## src/rtl/dm_arb_pkg.sv

```systemverilog
// Shared constants and state encoding for the data-memory arbiter.
// Imported by dm_arbiter and its round-robin sub-module.
package dm_arb_pkg;

    localparam int DM_WORDS_DEF = 1024;
    localparam int ADDR_W_DEF   = 32;
    localparam int DATA_W_DEF   = 32;

    typedef enum logic [1:0] {
        ST_IDLE   = 2'd0,
        ST_ACCESS = 2'd1,
        ST_RESP   = 2'd2
    } arb_state_e;

endpackage

```

## src/rtl/dm_arbiter_rr_arb2.sv

```systemverilog
// Combinational two-way round-robin pick: a lone requester always wins,
// and on contention the requester that was not granted last time wins.
module rr_arb2 (
    input  logic [1:0] req,
    input  logic       last_grant,
    output logic       gnt_valid,
    output logic       gnt_id
);

    always_comb begin
        gnt_valid = |req;
        gnt_id    = 1'b0;
        case (req)
            2'b01:   gnt_id = 1'b0;
            2'b10:   gnt_id = 1'b1;
            2'b11:   gnt_id = ~last_grant;
            default: gnt_id = 1'b0;
        endcase
    end

endmodule

```

## src/rtl/dm_arbiter.sv

```systemverilog
// Two-requester arbiter and access sequencer for the single-port data memory.
// One access per IDLE -> ACCESS -> RESP pass; the DM write happens at the end of ACCESS.
module dm_arbiter
    import dm_arb_pkg::*;
#(
    parameter int DM_WORDS = DM_WORDS_DEF,
    parameter int ADDR_W   = ADDR_W_DEF,
    parameter int DATA_W   = DATA_W_DEF
) (
    input  logic              clk,
    input  logic              reset,
    // Handshake: a requester raises mX_req with we/addr/wdata stable and keeps
    // them stable until its one-cycle mX_ack; mX_err and mX_rdata are valid with
    // that ack. A req still high in the IDLE cycle after ack is a new request.
    input  logic              m0_req,
    input  logic              m0_we,
    input  logic [ADDR_W-1:0] m0_addr,
    input  logic [DATA_W-1:0] m0_wdata,
    output logic              m0_ack,
    output logic              m0_err,
    output logic [DATA_W-1:0] m0_rdata,
    input  logic              m1_req,
    input  logic              m1_we,
    input  logic [ADDR_W-1:0] m1_addr,
    input  logic [DATA_W-1:0] m1_wdata,
    output logic              m1_ack,
    output logic              m1_err,
    output logic [DATA_W-1:0] m1_rdata,
    output logic [ADDR_W-1:0] dm_addr,
    output logic [DATA_W-1:0] dm_store_data,
    output logic              dm_write_enable,
    input  logic [DATA_W-1:0] dm_load_data
);

    localparam logic [ADDR_W-1:0] LP_WORDS = ADDR_W'(DM_WORDS);

    arb_state_e        r_state;
    arb_state_e        w_state_nxt;
    logic              r_last_grant;
    logic              r_gnt_id;
    logic              r_we;
    logic              r_err;
    logic [ADDR_W-1:0] r_addr;
    logic [DATA_W-1:0] r_wdata;
    logic [DATA_W-1:0] r_m0_rdata;
    logic [DATA_W-1:0] r_m1_rdata;

    logic              w_gnt_valid;
    logic              w_gnt_id;
    logic              w_start;
    logic              w_win_we;
    logic [ADDR_W-1:0] w_win_addr;
    logic [DATA_W-1:0] w_win_wdata;
    logic [ADDR_W-1:0] w_word_idx;
    logic              w_win_err;

    rr_arb2 u_rr (
        .req        ({m1_req, m0_req}),
        .last_grant (r_last_grant),
        .gnt_valid  (w_gnt_valid),
        .gnt_id     (w_gnt_id)
    );

    assign w_start     = (r_state == ST_IDLE) & w_gnt_valid;
    assign w_win_we    = w_gnt_id ? m1_we    : m0_we;
    assign w_win_addr  = w_gnt_id ? m1_addr  : m0_addr;
    assign w_win_wdata = w_gnt_id ? m1_wdata : m0_wdata;
    assign w_word_idx  = {2'b00, w_win_addr[ADDR_W-1:2]};
    assign w_win_err   = (|w_win_addr[1:0]) | (w_word_idx >= LP_WORDS);

    always_comb begin
        w_state_nxt = r_state;
        case (r_state)
            ST_IDLE:   if (w_gnt_valid) w_state_nxt = ST_ACCESS;
            ST_ACCESS: w_state_nxt = ST_RESP;
            ST_RESP:   w_state_nxt = ST_IDLE;
            default:   w_state_nxt = ST_IDLE;
        endcase
    end

    always_ff @(posedge clk or negedge reset) begin
        if (!reset) begin
            r_state      <= ST_IDLE;
            r_last_grant <= 1'b1;
            r_gnt_id     <= 1'b0;
            r_we         <= 1'b0;
            r_err        <= 1'b0;
            r_addr       <= '0;
            r_wdata      <= '0;
        end else begin
            r_state <= w_state_nxt;
            if (w_start) begin
                r_last_grant <= w_gnt_id;
                r_gnt_id     <= w_gnt_id;
                r_we         <= w_win_we;
                r_err        <= w_win_err;
                r_addr       <= w_win_addr;
                r_wdata      <= w_win_wdata;
            end
        end
    end

    // Load data is captured as ACCESS ends; rejected accesses return zero,
    // stores leave the previous load result in place.
    always_ff @(posedge clk or negedge reset) begin
        if (!reset) begin
            r_m0_rdata <= '0;
            r_m1_rdata <= '0;
        end else if (r_state == ST_ACCESS) begin
            if (r_err) begin
                if (r_gnt_id) r_m1_rdata <= '0;
                else          r_m0_rdata <= '0;
            end else if (!r_we) begin
                if (r_gnt_id) r_m1_rdata <= dm_load_data;
                else          r_m0_rdata <= dm_load_data;
            end
        end
    end

    assign dm_addr         = r_addr;
    assign dm_store_data   = r_wdata;
    assign dm_write_enable = (r_state == ST_ACCESS) & r_we & ~r_err;

    assign m0_ack   = (r_state == ST_RESP) & ~r_gnt_id;
    assign m1_ack   = (r_state == ST_RESP) &  r_gnt_id;
    assign m0_err   = m0_ack & r_err;
    assign m1_err   = m1_ack & r_err;
    assign m0_rdata = r_m0_rdata;
    assign m1_rdata = r_m1_rdata;

endmodule

```

## config.mk

```make
export PLATFORM = sky130hd
export DESIGN_NAME = dm_arbiter
export DESIGN_NICKNAME = d
export VERILOG_FILES = /design/src/rtl/dm_arb_pkg.sv /design/src/rtl/dm_arbiter_rr_arb2.sv /design/src/rtl/dm_arbiter.sv
export SDC_FILE = /design/constraint.sdc
export NUM_CORES = 1
export LEC_CHECK = 0
export ABC_AREA = 1
export CORE_MARGIN = 2
export CORE_UTILIZATION = 41
export CTS_CLUSTER_SIZE = 16
export DETAILED_ROUTE_END_ITERATION = 6
export HOLD_SLACK_MARGIN = 0.03
export PLACE_DENSITY = 0.8
export SYNTH_ARGS = -nofsm -noshare
export SYNTH_HDL_FRONTEND = slang
export SYNTH_HIERARCHICAL = 1
export SYNTH_SLANG_ARGS = --single-unit
export TNS_END_PERCENT = 5
```

## constraint.sdc

```tcl
create_clock -name clk -period 2.1 [get_ports clk]
set_clock_uncertainty 0.2 [all_clocks]
set_input_delay 0.315 -clock clk [delete_from_list [all_inputs] [get_ports clk]]
set_output_delay 0.315 -clock clk [all_outputs]
set_load 0.02 [all_outputs]
```

==> metrics.txt <==
largest net degree at the start of global routing=49; Cells after Synth=633; Final Hold Vio Count=0; FMAX=0.495 GHz; Slew Viols, Final=0; Synth area leader=dfrtp_1; slew of the pin with the lowest slew margin=0.437 ns; Yosys reg bits=134; Remaining Overflow, GRT=0; synth cell count leaders=nand2_1, dfrtp_1, nor2_1; dominant synthesized flop cell=dfrtp_1; non-filler cells, final=1155; Routed Wire Length=18.8 mm; Cell Rows=45; Yosys top cell area share=0.529; worst hold path class=in2async; Syn Nets=799; final setup fails=0; GRT met2 Usage=0.404; status=completed; post-layout minimum cycle time=2.02 ns; Die Y=128 um; Slew HR=0.709; final hold slack=0.202 ns; top cells by area, synth=dfrtp_1, mux2_4, nand2_1, nor2_1, a31oi_1; critical path class=reg2out; IO Pins=299; sequential fraction of the synthesis area=0.533; Initial Utilization=0.417; WP data arrival=1.51 ns; Core Util, Final=0.682; clk_lat worst skew=0.41 ns; Final #Nets=1119; DP Wirelength=14.1 mm; layout cells sized above 1=0.156; worst vdd ir=0.000628 V; CP Capture Type=output pin; Final Cycle Share=0.962; CTS tree=built; GRT Util Overall=0.236; Reg clk slew, reported paths=0.06 ns; Initial DRC Count=253; mapped cell area=6290 um2; Netlist cell types=24; Yosys Warn Count=6; Port Buffers=298; pwr/cell area=1150 nW/um2; CTS max path bufs=2; Die X=128 um; critical path required time=1.58 ns; GP Congestion=0.882; EDFF count, synth=0; RSZ-0062 raised after global routing=no; ys async rst share=1.00; Vias per Instance=4.86; WL/cell=16.3 um; first-pass GRT wire length=29.8 mm; Filler cells=1151; initial antenna violation count=1; crit path max fanout=6; area of the die=16300 um2; Avg Synthesized Cell Area=9.94 um2; core area=15100 um2; DRC Markers=0; Num CTS Buffers=17; via count=5612; Max-cap violations=0; htree depth=4; clock root buffer=clkbuf_16; count leader, synth=nand2_1; Most Crowded Layer GR=met2; dpl cells=1121; Area Growth Syn to Fin=63.5%; clk sinks=134; crit path launch type=flop; remaining antenna violation count=0; met1 usage=0.272; global-route met3 utilization=0.0801; vias in the first global route=5853; leak pwr=4.72 nW; Initial DRT Pass Iterations=5
==> logic make-up after synthesis <==
family,synth area share
buffers and inverters,0.0696
AND/OR/NAND/NOR,0.181
AO/OA/AOI/OAI,0.0654
flip-flops,0.533
multiplexers,0.150
==> worst paths after layout <==
path / endpoint / start / depth (start not counted) / slack, ns
max in group asynchronous: r_last_grant / reset / 3 / 0.85
min reg2reg: dm_addr[0] / dm_addr[0] / 2 / 0.28
min: m1_rdata[8] / reset / 2 / 0.20
max reg2reg: r_err / r_last_grant / 11 / 0.19
min in group clk: dm_store_data[1] / m0_wdata[1] / 3 / 0.26
max: m0_ack / r_state[0] / 2 / 0.08
==> repair_timing <==
item	4_1_cts	5_1_grt
gates cloned	0	0
hold endpoints to repair	80	0
hold buffers	1	0
setup endpoints to repair	5	3
gates resized for setup	7	7
buffers inserted	0	0
==> state kept, by name, indices dropped and copies added, names as in the netlist <==
signal and flops:
dm_addr 32, m0_rdata 32, dm_store_data 32, r_gnt_id 1
r_we 1, r_state 2, r_err 1, m1_rdata 32
r_last_grant 1
==> power by group <==
group	leakage [nW]	switching [W]	internal, W
registers	1.68	0.000401	0.00328
clock network	0.285	0.00116	0.00188
logic	2.75	0.00272	0.00241
total	4.72	0.00428	0.00756
==> per-stage QoR <==
step                TNS (ns)  area (um2)  setup WS (ns)  total power (W)
floorplan                  0        6290          0.367          0.00652
global placement      -0.644        9680        -0.0485          0.00881
detailed placement     -1.48        9680        -0.0888          0.00890
CTS                        0       10300       0.000615           0.0120
global route               0       10300         0.0211           0.0125
finish                     0       10300         0.0790           0.0118
==> cells in the final DEF, fill, tap and decap left out, types with 2 or more instances in the layout <==
cell type	n
dfrtp_1	133
buf_12	11
nand2_2	2
o21ai_0	5
buf_4	28
inv_6	2
mux2_4	60
a31oi_1	61
nand2_1	163
clkbuf_16	17
mux2_2	4
clkinvlp_4	4
clkinv_4	2
clkinv_2	3
inv_1	40
clkdlybuf4s50_1	292
nor4_1	2
nor2_8	2
inv_2	4
bufinv_16	3
dlygate4sd2_1	2
nor3_1	3
clkbuf_2	3
nor2_1	109
nand3_1	2
==> final cells by class <==
| type | count | area (um2) | area share |
|---|---|---|---|
| sequential | 134 | 3350 | 0.326 |
| inverter | 45 | 170 | 0.0165 |
| multi-input combinational | 417 | 2510 | 0.244 |
| clock inverter | 14 | 176 | 0.0172 |
| antenna | 1 | 2.50 | 0.000243 |
| tap | 188 | 235 | 0.0229 |
| timing repair buffer | 338 | 3410 | 0.331 |
| clock buffer | 18 | 429 | 0.0417 |
==> worst max-delay path, cell delays in order (launching register included) <==
cell           delay (ns)
dfrtp_1              0.45
nor3_1               0.26
dlygate4sd2_1        0.39
==> routing by layer <==
| layer | wire length (um) | share of wire |
|---|---|---|
| met1 | 7360 | 0.39 |
| met2 | 9320 | 0.50 |
| met3 | 1600 | 0.085 |
| met4 | 488 | 0.026 |
| met5 | 0 | 0 |
No activity file was read; power rests on OpenSTA's default activity.
==> RTL change 1, RTL diff (config.mk and constraints unchanged) <==
The 3 states of `arb_state_e` get a one-hot encoding in 3 bits.
--- a/src/rtl/dm_arb_pkg.sv
+++ b/src/rtl/dm_arb_pkg.sv
@@ -7,8 +7,8 @@
     localparam int DATA_W_DEF   = 32;
 
-    typedef enum logic [1:0] {
-        ST_IDLE   = 2'd0,
-        ST_ACCESS = 2'd1,
-        ST_RESP   = 2'd2
+    typedef enum logic [2:0] {
+        ST_IDLE   = 3'b001,
+        ST_ACCESS = 3'b010,
+        ST_RESP   = 3'b100
     } arb_state_e;
 
Function: same outputs for any inputs over 4 cycles, from zero or initial values and one cycle with reset low; so few cycles prove little.
==> RTL change 1 against the unedited design <==
Routed wire length grew 9.8%; sequential power grew 26%; total power grew 29%; clock power grew 3%; worst setup slack lost 2.1 ps; synthesized area shrank 1.3%; final area shrank 1.1%; sequential cell count grew 1; fmax shrank 0.10%; critical endpoint unchanged.
==> RTL change 1: results (changes against the unedited design) <==
| Metric | Value |
|---|---|
| Status | finished clean |
| Top cells by count, synth | nand2_1 (290), dfrtp_1 (133), nor2_1 (113), a31oi_1 (61), o21ai_1 (60) |
| Area post-placement | 0.00952 mm^2 (-1.7%) |
| Crit path capture | m0_ack |
| Area contributors post-synth | dfrtp_1 (54%), nand2_1 (18%), nor2_1 (6.8%) |
| Synth async-reset ratio | 1.00 (unchanged) |
| Htree depth | 4 (unchanged) |
| Register area share after synthesis | 0.545 (+0.0114) |
| Input/output buffers | 298 (unchanged) |
| Leakage dissipation | 4.75 nW (+0.68%) |
| Drt wl/cell | 16.1 um (-1.1%) |
| Synth Warn # | 6 (unchanged) |
| P_sw | 6.00 mW (+40%) |
| R2R cell count | 5 (-6) |
| Diodes inserted | 0 (-1) |
| Pin count of the biggest net entering global routing | 56 (+14%) |
| Syn Nets | 944 (+18%) |
| CP max FO | 4 (-2) |
| Routed vias/inst | 4.99 (+2.8%) |
| Yosys cell types | 23 (-4.2%) |
| RR Endpoint | m0_rdata[9] |
| Total track usage | 0.256 (+0.0202) |
| Worst hold path class | input port to async pin |
| DP Wirelength | 14.9 mm (+5.4%) |
| Critical path arrival | 1510 ps (about the same) |
| Synth Flop Type | dfrtp_1 |
| Worst Setup SP | r_state[0] |
| First-pass GRT wire length | 32.3 mm (+8.3%) |
| Reg-to-reg slack, setup | 150 ps (-40 ps) |
| Gpl congestion | 0.854 (-3.2%) |
| Clock Latency Late Sink | 420 ps |
| Worst ir drop on vdd | 0.000743 V (+18%) |
| Vias in the first global route | 6,389 (+9.2%) |
| Nets | 1,252 (+12%) |
| Clock-pin slew on the worst setup and hold paths | 60 ps (about the same) |
| Antenna violations before repair | 0 (-1) |
| Layout cells sized above 1 | 0.0846 (-0.0717) |
| Root buf cell | clkbuf_16 |
| Initial DRC Count | 440 (+74%) |
| DRT Pass-1 Iters | 6 (+1) |
| Clk buf depth | 2 (unchanged) |
| Least-Margin Pin Slew | 599 ps (+162 ps) |
| CTS Buf Count | 17 (unchanged) |
-- RTL change 1: changes by cell type after synthesis, sizes merged --
cell | unedited run | this run
mux2 | 64 | 0
nor4 | 2 | 1
nor2 | 112 | 115
buf | 32 | 36
o21ai | 5 | 70
clkbuf | 5 | 15
nand3 | 2 | 3
nand2 | 166 | 292
dfstp | 1 | 2
-- RTL change 1: per-layer routing --
| metal | vias to the layer above | routed length (um) | global-route usage |
|---|---|---|---|
| met5 | - | 0 | 0 |
| met4 | 0 | 865 | 0.122 |
| met3 | 60 | 1780 | 0.0833 |
| met2 | 283 | 9990 | 0.429 |
| met1 | 2980 | 7990 | 0.299 |
| li1 | 3084 | - | - |
-- RTL change 1: kinds of logic (layout without fill, tap and decap cells) --
| family | Yosys count | count (layout) | share of synthesized area |
|---|---|---|---|
| compound gates | 132 | 132 | 0.119 |
| flops | 135 | 135 | 0.545 |
| simple gates | 415 | 415 | 0.256 |
| buf+inv | 96 | 417 | 0.0800 |
-- RTL change 1: final cells by class --
type	count	area [um^2]
clock buffer	21	480
clock inverter	11	145
fill	1128	4480
inverter	45	174
multi-input combinational	547	2360
sequential	135	3380
tap	184	230
timing repair buffer	340	3400
-- RTL change 1: worst max-delay path, cell delays in order, from the launching register on --
cell             delay [ps]
dfstp_2                 570
inv_1                    70
nand3_2                 110
nor2_1                   50
clkdlybuf4s15_1         290
-- RTL change 1: through the flow --
step	instances	setup slack [ps]	setup TNS, ps	hold slack, ps	power (mW)
2_1_floorplan	778	289	0	-181	8.44
3_3_place_gp	1250	6.78	0	64.9	12.0
3_5_place_dp	1250	-42.6	-69.4	68.0	12.1
4_1_cts	1283	10.3	0	190	15.3
5_1_grt	1283	-1.46	-1.46	216	16.1
6_report	1283	76.9	0	191	15.3
-- RTL change 1: power by group through the flow --
stage	Combinational (mW)	Sequential [mW]	Clock [mW]
CTS	7.54	4.62	3.17
global placement	7.37	4.60	0
finish	7.50	4.62	3.14
floorplan	2.39	6.05	0
global route	8.05	4.79	3.27
detailed placement	7.50	4.64	0
-- RTL change 1: timing repair --
item | in CTS | in global routing
setup endpoints to repair | 5 | 5
buffers inserted | 0 | 0
endpoints found under the hold margin | 80 | 0
resized for setup | 12 | 8
hold buffers | 1 | 0
cloned | 0 | 0
-- RTL change 1: worst min-delay path by stage --
| stage | start | end | slack, ps | depth (start not counted) |
|---|---|---|---|---|
| 2_1_floorplan | reset | dm_addr[0] | -180 | 0 |
| 3_3_place_gp | reset | m0_rdata[15] | 60 | 1 |
| 3_5_place_dp | reset | m1_rdata[15] | 70 | 1 |
| 4_1_cts | reset | m0_rdata[15] | 190 | 2 |
| 5_1_grt | reset | m1_rdata[18] | 220 | 2 |
| 6_report | reset | m0_rdata[18] | 190 | 2 |
==> RTL change 2, RTL diff (same flow settings) <==
Made on the original files. Set the package constant `DATA_W_DEF` to 40 (it was 32).
--- a/src/rtl/dm_arb_pkg.sv
+++ b/src/rtl/dm_arb_pkg.sv
@@ -5,5 +5,5 @@
     localparam int DM_WORDS_DEF = 1024;
     localparam int ADDR_W_DEF   = 32;
-    localparam int DATA_W_DEF   = 32;
+    localparam int DATA_W_DEF   = 40;
 
     typedef enum logic [1:0] {
Interface: changed (6 resized); port bits go from 299 to 347. No check against the original RTL was run, so the function may have changed too.
==> RTL change 2 against the unedited design <==
Total power up 10%; synthesized area up 15%; sequential cell count up 24; synthesized cell count up 15%; cell count up 15%; routed wire length up 17%; die area up 14%; final area up 14%; via count up 14%; worst setup slack better by 42 ps; fmax up 2.1%; critical endpoint is now dm_addr[9].
==> RTL change 2: results (changes against the unedited design) <==
| Metric | Value |
|---|---|
| DRT Pass-1 Iters | 4 (-1) |
| Critical path arrival | 1460 ps (-50 ps) |
| DP Wirelength | 16.4 mm (+16%) |
| Cell family with most CP delay | buffers and inverters |
| Vias | 6,402 (+14%) |
| Area contributors post-synth | dfrtp_1 (54%), nand2_1 (9.4%), mux2_4 (8.9%) |
| Met1 usage | 0.270 (-0.00193) |
| Input/output buffers | 346 (+16%) |
| Reg-to-reg slack, setup | 170 ps (-20 ps) |
| Gpl congestion | 0.872 (-1.2%) |
| Layout cells sized above 1 | 0.153 (-0.00310) |
| Yosys cell types | 23 (-4.2%) |
| Worst Setup SP | dm_addr[9] |
| WL final | 21.9 mm (+17%) |
| Area post-placement | 0.0111 mm^2 (+15%) |
| Mux cell area share after synthesis | 0.147 (-0.00320) |
| CP max FO | 2 (-4) |
| Cts repair resizes | 12 (+5) |
| Status | finished clean |
| Diodes inserted | 0 (-1) |
| Place WS | -170 ps (-80.8 ps) |
| Slew HR | 0.674 (-0.0344) |
| Initial DRC Count | 297 (+17%) |
| Leakage dissipation | 5.39 nW (+14%) |
| Register area share after synthesis | 0.548 (+0.0147) |
| Syn Nets | 917 (+15%) |
| Top cells by count, synth | nand2_1 (180), dfrtp_1 (157), nor2_1 (125), a31oi_1 (69), inv_1 (49) |
| Crit path capture | dm_addr[9] |
| Filler Cells Inserted | 1,294 (+12%) |
| Pin count of the biggest net entering global routing | 46 (-6.1%) |
| GR met2 Demand/Resource | 0.406 (+0.00162) |
| R2R cell count | 8 (-3) |
| CTS Buf Count | 17 (unchanged) |
| CP peak stage delay | 700 ps (+250 ps) |
| Met2 WL | 10.9 mm (+17%) |
| Total track usage | 0.236 (+0.000251) |
| Met3 Wirelength | 1.95 mm (+22%) |
| Synth Area in Compound Gates | 0.0640 (-0.00147) |
| GRT met3 Usage | 0.0785 (-0.00162) |
| WL met1 | 8.46 mm (+15%) |
| Fmax achieved | 0.505 GHz (+2.1%) |
| First-pass GRT wire length | 34.0 mm (+14%) |
| Antenna violations before repair | 0 (-1) |
| Vias in the first global route | 6,544 (+12%) |
| Nets | 1,280 (+14%) |
| Slowest cell on crit path | clkdlybuf4s50_1 |
| Worst ir drop on vdd | 0.000760 V (+21%) |
RTL change 2: final cells by class:
cell class | count | area [um^2] | share of cell area
multi-input combinational | 473 | 2800 | 0.239
clock inverter | 14 | 178 | 0.0152
clock buffer | 18 | 429 | 0.0366
sequential | 158 | 3960 | 0.337
tap | 225 | 282 | 0.0240
timing repair buffer | 387 | 3870 | 0.331
inverter | 53 | 203 | 0.0173
RTL change 2: through the flow:
step | hold slack (ps) | cells | power [mW]
2_1_floorplan | -181 | 727 | 7.37
3_3_place_gp | 78.5 | 1295 | 9.89
3_5_place_dp | 75.9 | 1295 | 9.99
4_1_cts | 183 | 1328 | 13.2
5_1_grt | 213 | 1328 | 13.8
6_report | 180 | 1328 | 13.1
RTL change 2: where the power goes:
part           internal [mW]  switching, mW  leakage, nW  total (mW)
registers               3.82          0.481         1.99        4.30
clock network           1.80           1.37        0.290        3.17
logic                   2.60           3.01         3.10        5.60
total                   8.21           4.86         5.39        13.1
